### src/rtl/fetch_arb_pkg.sv
// Shared definitions for the instruction-memory fetch arbiter.
package fetch_arb_pkg;

  localparam int DEFAULT_ADDR_W = 32;
  localparam int DEFAULT_DATA_W = 32;

  typedef enum logic [1:0] {
    ST_IDLE    = 2'd0,
    ST_BUSY_IF = 2'd1,
    ST_BUSY_LD = 2'd2,
    ST_DRAIN   = 2'd3
  } arb_state_e;

endpackage

### src/rtl/fetch_arbiter.sv
// Shares the single-ported instruction memory between the IF fetch port and the
// loader/debug port, one outstanding transaction at a time, with starvation guard.
module fetch_arbiter
  import fetch_arb_pkg::*;
#(
  parameter int ADDR_W       = DEFAULT_ADDR_W,
  parameter int DATA_W       = DEFAULT_DATA_W,
  parameter int STARVE_LIMIT = 8
) (
  input  logic              clk,
  input  logic              rst,
  input  logic              if_req,
  input  logic [ADDR_W-1:0] if_addr,
  input  logic              if_flush,
  output logic              if_valid,
  output logic [DATA_W-1:0] if_instr,
  output logic              if_stall,
  input  logic              ld_req,
  input  logic              ld_we,
  input  logic [ADDR_W-1:0] ld_addr,
  input  logic [DATA_W-1:0] ld_wdata,
  output logic              ld_ack,
  output logic [DATA_W-1:0] ld_rdata,
  output logic              mem_req,
  output logic              mem_we,
  output logic [ADDR_W-1:0] mem_addr,
  output logic [DATA_W-1:0] mem_wdata,
  input  logic              mem_ready,
  input  logic [DATA_W-1:0] mem_rdata
);

  localparam int CNT_W = $clog2(STARVE_LIMIT + 1);
  localparam logic [CNT_W-1:0] STARVE_MAX = CNT_W'(STARVE_LIMIT);

  arb_state_e        state_q, state_d;
  logic              mem_req_q, mem_req_d;
  logic              mem_we_q, mem_we_d;
  logic [ADDR_W-1:0] mem_addr_q, mem_addr_d;
  logic [DATA_W-1:0] mem_wdata_q, mem_wdata_d;
  logic              if_valid_q, if_valid_d;
  logic [DATA_W-1:0] if_instr_q, if_instr_d;
  logic              ld_ack_q, ld_ack_d;
  logic [DATA_W-1:0] ld_rdata_q, ld_rdata_d;
  logic [CNT_W-1:0]  starve_cnt_q, starve_cnt_d;

  logic if_elig, ld_elig, grant_if, grant_ld;

  // A requester is not eligible in its own response-pulse cycle, since its request is still up.
  always_comb begin
    if_elig  = if_req & ~if_flush & ~if_valid_q;
    ld_elig  = ld_req & ~ld_ack_q;
    grant_ld = (state_q == ST_IDLE) & ld_elig & (~if_elig | (starve_cnt_q == STARVE_MAX));
    grant_if = (state_q == ST_IDLE) & if_elig & ~grant_ld;
  end

  always_comb begin
    state_d      = state_q;
    mem_req_d    = mem_req_q;
    mem_we_d     = mem_we_q;
    mem_addr_d   = mem_addr_q;
    mem_wdata_d  = mem_wdata_q;
    if_valid_d   = 1'b0;
    if_instr_d   = if_instr_q;
    ld_ack_d     = 1'b0;
    ld_rdata_d   = ld_rdata_q;
    starve_cnt_d = starve_cnt_q;

    case (state_q)
      ST_IDLE: begin
        if (grant_ld) begin
          state_d     = ST_BUSY_LD;
          mem_req_d   = 1'b1;
          mem_we_d    = ld_we;
          mem_addr_d  = ld_addr;
          mem_wdata_d = ld_wdata;
        end else if (grant_if) begin
          state_d     = ST_BUSY_IF;
          mem_req_d   = 1'b1;
          mem_we_d    = 1'b0;
          mem_addr_d  = if_addr;
          mem_wdata_d = '0;
        end
      end
      ST_BUSY_IF: begin
        if (mem_ready) begin
          state_d   = ST_IDLE;
          mem_req_d = 1'b0;
          if (!if_flush) begin
            if_instr_d = mem_rdata;
            if_valid_d = 1'b1;
          end
        end else if (if_flush) begin
          state_d = ST_DRAIN;
        end
      end
      ST_BUSY_LD: begin
        if (mem_ready) begin
          state_d   = ST_IDLE;
          mem_req_d = 1'b0;
          ld_ack_d  = 1'b1;
          if (!mem_we_q) begin
            ld_rdata_d = mem_rdata;
          end
        end
      end
      ST_DRAIN: begin
        if (mem_ready) begin
          state_d   = ST_IDLE;
          mem_req_d = 1'b0;
        end
      end
      default: begin
        state_d   = ST_IDLE;
        mem_req_d = 1'b0;
      end
    endcase

    // The guard only counts IF wins while the loader is actually waiting.
    if (!ld_req || grant_ld) begin
      starve_cnt_d = '0;
    end else if (grant_if && (starve_cnt_q != STARVE_MAX)) begin
      starve_cnt_d = starve_cnt_q + CNT_W'(1);
    end
  end

  always_ff @(posedge clk) begin
    if (!rst) begin
      state_q      <= ST_IDLE;
      mem_req_q    <= 1'b0;
      mem_we_q     <= 1'b0;
      mem_addr_q   <= '0;
      mem_wdata_q  <= '0;
      if_valid_q   <= 1'b0;
      if_instr_q   <= '0;
      ld_ack_q     <= 1'b0;
      ld_rdata_q   <= '0;
      starve_cnt_q <= '0;
    end else begin
      state_q      <= state_d;
      mem_req_q    <= mem_req_d;
      mem_we_q     <= mem_we_d;
      mem_addr_q   <= mem_addr_d;
      mem_wdata_q  <= mem_wdata_d;
      if_valid_q   <= if_valid_d;
      if_instr_q   <= if_instr_d;
      ld_ack_q     <= ld_ack_d;
      ld_rdata_q   <= ld_rdata_d;
      starve_cnt_q <= starve_cnt_d;
    end
  end

  assign if_stall  = if_req & ~if_valid_q;
  assign if_valid  = if_valid_q;
  assign if_instr  = if_instr_q;
  assign ld_ack    = ld_ack_q;
  assign ld_rdata  = ld_rdata_q;
  assign mem_req   = mem_req_q;
  assign mem_we    = mem_we_q;
  assign mem_addr  = mem_addr_q;
  assign mem_wdata = mem_wdata_q;

endmodule

### config.mk
export PLATFORM = sky130hd
export DESIGN_NAME = fetch_arbiter
export DESIGN_NICKNAME = d
export VERILOG_FILES = /design/src/rtl/fetch_arb_pkg.sv /design/src/rtl/fetch_arbiter.sv
export SDC_FILE = /design/constraint.sdc
export NUM_CORES = 1
export LEC_CHECK = 0
export CORE_AREA = 2 2 115 117
export CTS_BUF_LIST = sky130_fd_sc_hd__clkbuf_2 sky130_fd_sc_hd__clkbuf_4 sky130_fd_sc_hd__clkbuf_8
export CTS_CLUSTER_DIAMETER = 50
export CTS_CLUSTER_SIZE = 25
export DETAILED_ROUTE_END_ITERATION = 8
export DIE_AREA = 0 0 117 119
export GPL_TIMING_DRIVEN = 0
export HOLD_SLACK_MARGIN = 0.15
export PLACE_DENSITY = 0.82
export SLEW_MARGIN = 0
export SYNTH_ARGS = -nofsm -noshare
export SYNTH_HDL_FRONTEND = slang
export SYNTH_SLANG_ARGS = --single-unit
### constraint.sdc
create_clock -name clk -period 1.82 [get_ports clk]
set_input_delay 0.273 -clock clk [delete_from_list [all_inputs] [get_ports clk]]
set_output_delay 0.273 -clock clk [all_outputs]
set_load 0.02 [all_outputs]
==> impl_metrics.toml, run 1 <==
[outcome]
outcome = "finished clean"

[setup_path]
crit_buf_inv = 1
worstSetupEndpointType = "primary output"
critPathMaxFanout = 2
slowest_delay_ps = 630
cpLargestDelayFamily = "buffers and inverters"
path_cells = "clkdlybuf4s50_1"
r2r-start = "if_valid"
crit_start = "mem_addr[16]"
critPathKind = "register to primary output"
required_ps = 1550
crit_slowest_cell = "clkdlybuf4s50_1"
crit_path_start_kind = "register"
cp.arrival_ps = 1480

[finish]
area.growth.synth_to_final_pct = 67.6
layoutNonFillerInstCount = 1096
fin_nets = 1044
diodes = 0
final_util_pct = 66.0
drive_gt1_share_pct = 9.13
fillers = 1054

[pwr]
seq_power_share_pct = 43.0
p_comb_share_pct = 23.6
cellInternalPower_w = 0.00556
power.switching_w = 0.00226
netSwitchingFraction_pct = 28.9
clock_power_share_pct = 33.4
leakagePower_nw = 3.14
ir_worst_vdd_uv = 613
p_per_area_mw_per_mm2 = 920

[global_route]
overflow = 0
grt_pass1_wl_um = 26000
grt_max_degree = 17
grt_usage_pct = 24.2
antenna_found_initial = 0
first_global_vias = 5190

[sta]
rsz0062_at_grt = "true"
fin_setup_tns_ps = 0
finalMaxSlewViolations = 0
fin_worst_skew_ps = 14.6
fmax_mhz = 570
hold_viol = 0
layout_min_cycle_time_ps = 1750
setup_viol_count_final = 0
worst_pin_slew_ps = 581
period_share_pct = 96.3
max_slew_margin_pct = 61.3
layout_setup_ws_ps = 66.8
whs_ps = 248

[yosys]
avgSynthCellArea_um2 = 8.19
synthCells = 619
synth-seq-cells = 138
synthArstFlopShare_pct = 0
yosysTopAreaCellShare_pct = 54.5
synth_area_mm2 = 0.00507
synth_edf_count = 0
synth_cell_type_count = 34
yosysSeqAreaShare_pct = 54.5
yosys_warnings = 0
synth_flop_cell = "dfxtp_1"
yosys-top-cells-area = "dfxtp_1 (54%), a21oi_1 (13%), nand2_1 (12%)"
syn_nets = 756
synth_top_area_cell = "dfxtp_1"

[route]
firstDrtPassIters = 5
drt_wl_total_um = 16900
vias_per_cell = 4.93
drcViolationCount = 0
first_iter_violations = 314
wl_per_cell_um = 15.4
dr_total_vias = 5407
final_antenna_net_count = 0

[cts]
clock_path_buffers = 2
clkLatencyLatePin_ps = 450
cts_hold_buffers = 0
cts_sinks = 138
root_buffer = "clkbuf_8"
tritoncts = "done"
clk_pin_slew_worst_paths_ps = 80
htreeDepth = 4
cts_buffers = 17

[min_path]
hold_path_class = "input pin to register"
hold_start = "rst"

[place]
place.gp.congestion = 0.883
preCtsSetupSlack_ps = -559
dp_cells = 1061
dp_hpwl_um = 12600
io_buffers = 266

[floorplanning]
dieArea_mm2 = 0.0139
row_count = 42
die_h_um = 119
die_w_um = 117
ios = 268
initial_core_util_pct = 39.4
core_area_mm2 = 0.0129

[run]
max_cap_viol_count = 0
-- cell families (layout without fill, tap and decap cells) --
| family | count (synthesis) | in the layout | synth area share [%] |
|---|---|---|---|
| compound gates | 202 | 202 | 21.9 |
| buf+inv | 52 | 353 | 4.64 |
| xor+xnor | 3 | 3 | 0.518 |
| simple gates | 221 | 221 | 17.8 |
| mux | 1 | 1 | 0.197 |
| flops | 138 | 138 | 54.5 |
| fa+ha+maj | 2 | 2 | 0.494 |
-- layer usage --
layer	vias up	global-route usage, %	routed length (um)
li1	2668	-	-
met1	2462	27.4	6660
met2	241	40.8	8260
met3	36	8.19	1460
met4	0	11.0	522
met5	-	0	0
-- sequential cells by signal (all words and copies together), names as in the netlist --
register      count
ld_ack            1
if_valid          1
mem_we            1
state_q           2
mem_req           1
starve_cnt_q      4
ld_rdata         32
if_instr         32
mem_addr         32
mem_wdata        32
-- metrics by stage --
step                      total power (W)  area (um^2)
after floorplan                   0.00427         5070
after global placement            0.00519         7950
after detailed placement          0.00521         7950
after CTS                         0.00782         8370
after global routing              0.00816         8500
final                             0.00782         8500
-- timing repair --
item,in CTS,in global routing
buffers inserted,0,3
pin swaps,0,1
resized for setup,6,52
setup endpoints to repair,30,100
gates cloned,0,0
-- final timing paths --
check             cells past startpoint  slack (ps)            to
setup reg to reg                      5          90   mem_addr[9]
hold / removal                        3         250   mem_addr[2]
setup / recovery                      1          70  mem_addr[16]
hold reg to reg                       2         450  if_instr[27]
-- layout make-up --
class / instances / area (um^2) / share of cell area (%)
Multi-Input combinational cell: 429 / 2150 / 25.3
Timing Repair Buffer: 269 / 2680 / 31.6
Sequential cell: 138 / 2770 / 32.5
Clock buffer: 20 / 269 / 3.17
Inverter: 4 / 15.0 / 0.177
Clock inverter: 12 / 148 / 1.74
Tap cell: 176 / 220 / 2.59
Buffer: 48 / 248 / 2.91
-- power by group through the flow --
stage	Clock (W)	Sequential, W	Combinational (W)
floorplan	0	0.00367	0.000603
global placement	0	0.00341	0.00178
detailed placement	0	0.00342	0.00179
global route	0.00279	0.00338	0.00199
CTS	0.00267	0.00335	0.00180
finish	0.00261	0.00336	0.00185
-- cell usage in the layout, fill, tap and decap left out, types with 2 or more instances in the layout --
cell,count
a21oi_1,123
a21oi_2,6
a22oi_1,26
a22oi_2,7
and2_1,2
buf_2,9
buf_4,2
buf_6,5
bufinv_16,3
clkbuf_1,23
clkbuf_2,10
clkbuf_4,3
clkbuf_8,19
clkdlybuf4s50_1,261
clkinv_2,5
clkinv_4,2
clkinvlp_4,2
dfxtp_1,136
dfxtp_2,2
dlygate4sd2_1,3
dlymetal6s2s_1,2
inv_1,2
inv_2,2
nand2_1,161
nand3_1,2
nand3b_1,2
nand4_1,2
nor2_1,40
nor2b_1,2
o21ai_0,35
xor2_1,2
-- synth_stat cells (4+ instances only) --
cell,count
dfxtp_1,138
a22oi_1,33
nand2_1,161
buf_2,8
clkbuf_1,36
nor2_1,41
a21oi_1,129
buf_6,4
o21ai_0,35
(Power assumes the default switching activity.)
==> inputs of run 2 (changes only) <==
--- a/config.mk
+++ b/config.mk
@@ -5,15 +5,16 @@
 export SDC_FILE = /design/constraint.sdc
 export NUM_CORES = 1
 export LEC_CHECK = 0
-export CORE_AREA = 2 2 115 117
+export ABC_AREA = 1
+export CORE_AREA = 2 2 124 126
 export CTS_BUF_LIST = sky130_fd_sc_hd__clkbuf_2 sky130_fd_sc_hd__clkbuf_4 sky130_fd_sc_hd__clkbuf_8
 export CTS_CLUSTER_DIAMETER = 50
 export CTS_CLUSTER_SIZE = 25
 export DETAILED_ROUTE_END_ITERATION = 8
-export DIE_AREA = 0 0 117 119
+export DIE_AREA = 0 0 126 128
 export GPL_TIMING_DRIVEN = 0
 export HOLD_SLACK_MARGIN = 0.15
-export PLACE_DENSITY = 0.82
+export PLACE_DENSITY = 0.77
 export SLEW_MARGIN = 0
 export SYNTH_ARGS = -nofsm -noshare
 export SYNTH_HDL_FRONTEND = slang
==> run 2 against run 1 <==
Compared with the run above:
- sequential power is 15% higher
- clock skew is 5.0 ps lower
- utilization fell by 4.0 points
- cell area grew 8.4%
- worst setup slack improved by 26 ps
- register-to-register slack gained 90 ps
- cell count grew 19%
- first-iteration DRC count shrank 21%
- flip-flop and latch count is the same
- critical path depth stayed put
- highest routed layer unchanged
==> impl_metrics.toml, run 2 <==
[outcome]
outcome = "finished clean"

[global_route]
grt_max_degree = 17
overflow = 0
grt_pass1_wl_um = 29800
antenna_found_initial = 0
grt_usage_pct = 23.2
first_global_vias = 5842

[setup_path]
r2r-start = "starve_cnt_q[0]"
slowest_delay_ps = 640
crit_slowest_cell = "clkdlybuf4s50_1"
crit_path_start_kind = "register"
r2r-end = "mem_wdata[28]"
worst-path-stages = 1
worstSetupEndpointType = "primary output"
crit_end = "if_instr[0]"
r2r_slack_ps = 180
path_cells = "clkdlybuf4s50_1"
crit_start = "if_instr[0]"
critPathMaxFanout = 2
cp.arrival_ps = 1450
crit_buf_inv = 1
required_ps = 1550
ff2ff_path_depth = 9
cpLargestDelayFamily = "buffers and inverters"
critPathKind = "register to primary output"

[sta]
fin_setup_tns_ps = 0
max_slew_margin_pct = 68.5
setup_viol_count_final = 0
worst_pin_slew_ps = 473
hold_viol = 0
rsz0062_at_grt = "false"
finalMaxSlewViolations = 0
period_share_pct = 94.9
fmax_mhz = 579
layout_min_cycle_time_ps = 1730
fin_worst_skew_ps = 9.66

[floorplanning]
die_h_um = 128
initial_core_util_pct = 39.4
dieArea_mm2 = 0.0161
core_area_mm2 = 0.0149
ios = 268
row_count = 45
die_w_um = 126

[cts]
clk_pin_slew_worst_paths_ps = 80
root_buffer = "clkbuf_8"
cts_sinks = 138
clkLatencyLatePin_ps = 440
tritoncts = "done"
cts_buffers = 17
htreeDepth = 4
clock_path_buffers = 2

[pwr]
ir_worst_vdd_uv = 658
p_per_area_mw_per_mm2 = 1210
power.total_w = 0.0112
leakagePower_nw = 4.13

[yosys]
synthArstFlopShare_pct = 0
synth_top_area_cell = "dfxtp_1"
yosys_warnings = 0
synthCells = 814
yosys-top-cells-area = "dfxtp_1 (47%), nand2_1 (9.6%), nand3_1 (8.9%)"
synth_edf_count = 0
avgSynthCellArea_um2 = 7.19
yosysSeqAreaShare_pct = 47.2
synth_common_cells = "nand2_1 (149), dfxtp_1 (138), nor2_1 (136)"
synth_flop_cell = "dfxtp_1"
synth_cell_type_count = 24
synth-seq-cells = 138
yosysTopAreaCellShare_pct = 47.2
syn_nets = 951
synth_area_mm2 = 0.00585
synth_most_common_cell = "nand2_1"

[route]
dr_total_vias = 6249
drt_wl_total_um = 19100
first_iter_violations = 249
wl_per_cell_um = 14.7
firstDrtPassIters = 4
final_antenna_net_count = 0
drcViolationCount = 0
vias_per_cell = 4.81

[place]
dp_hpwl_um = 14200
io_buffers = 266
place.gp.congestion = 0.819

[finish]
layout_common_cells = "clkdlybuf4s50_1 (265), nand2_1 (149), dfxtp_1 (138)"
fin_nets = 1236
area.growth.synth_to_final_pct = 57.5
final_common_cell = "clkdlybuf4s50_1"
drive_gt1_share_pct = 6.92
diodes = 0

[min_path]
hold_path_class = "input pin to register"
min_path_cells = 3

[run]
max_cap_viol_count = 0
==> run 2: cells by family after synthesis <==
kind of cell | share of synthesized area (%)
xor gates and xnor gates | 0.299
adders and majority gates | 0.427
AOI/OAI and AO/OA | 9.02
DFF | 47.2
buffers and inverters | 10.5
and+or+nand+nor | 32.5
==> run 2: per-stage QoR <==
stage                     util [%]  instance area [um^2]  setup WS, ps  instances  hold slack, ps
after floorplan                  -                  5850           489        814             408
after global placement        58.9                  8750          -183       1268             452
after detailed placement      58.9                  8750          -192       1268             456
after CTS                     62.0                  9220          46.9       1300             323
after global routing          62.0                  9220          14.0       1300             347
final                         62.0                  9220          92.7       1300             344
==> run 2: cell type report <==
type                       count  area (um^2)
fill                        1353         5650
sequential                   138         2760
inverter                      85          322
timing repair buffer         266         2660
clock buffer                  18          248
clock inverter                14          220
multi-input combinational    536         2470
buffer                        55          295
tap                          188          235
==> run 2: how the worst min path moves through the flow <==
stage | startpoint | endpoint
final | rst | mem_wdata[6]
after global routing | rst | mem_wdata[7]
after CTS | rst | mem_wdata[6]
after detailed placement | starve_cnt_q[3] | starve_cnt_q[3]
after global placement | starve_cnt_q[3] | starve_cnt_q[3]
after floorplan | mem_rdata[0] | if_instr[0]
==> run 2: routing by layer <==
metal | wire [um] | track usage (%)
met5 | 0 | 0
met4 | 489 | 7.95
met3 | 1810 | 9.81
met2 | 9040 | 39.9
met1 | 7740 | 25.8
==> run 2: tightest hold or removal path, stage by stage <==
cell and delay, ps:
buf_2 190, clkinv_1 210, a21oi_1 60
==> run 2: repair_timing <==
item,CTS,global route
buffers inserted,0,0
setup endpoints to repair,1,0
hold endpoints to repair,0,0
gates resized for setup,1,0
hold buffers,0,0
==> run 2: where the power goes <==
group | total [W] | switching (W) | internal [W]
logic | 0.00441 | 0.00247 | 0.00195
clock network | 0.00292 | 0.00125 | 0.00168
registers | 0.00385 | 0.000283 | 0.00357
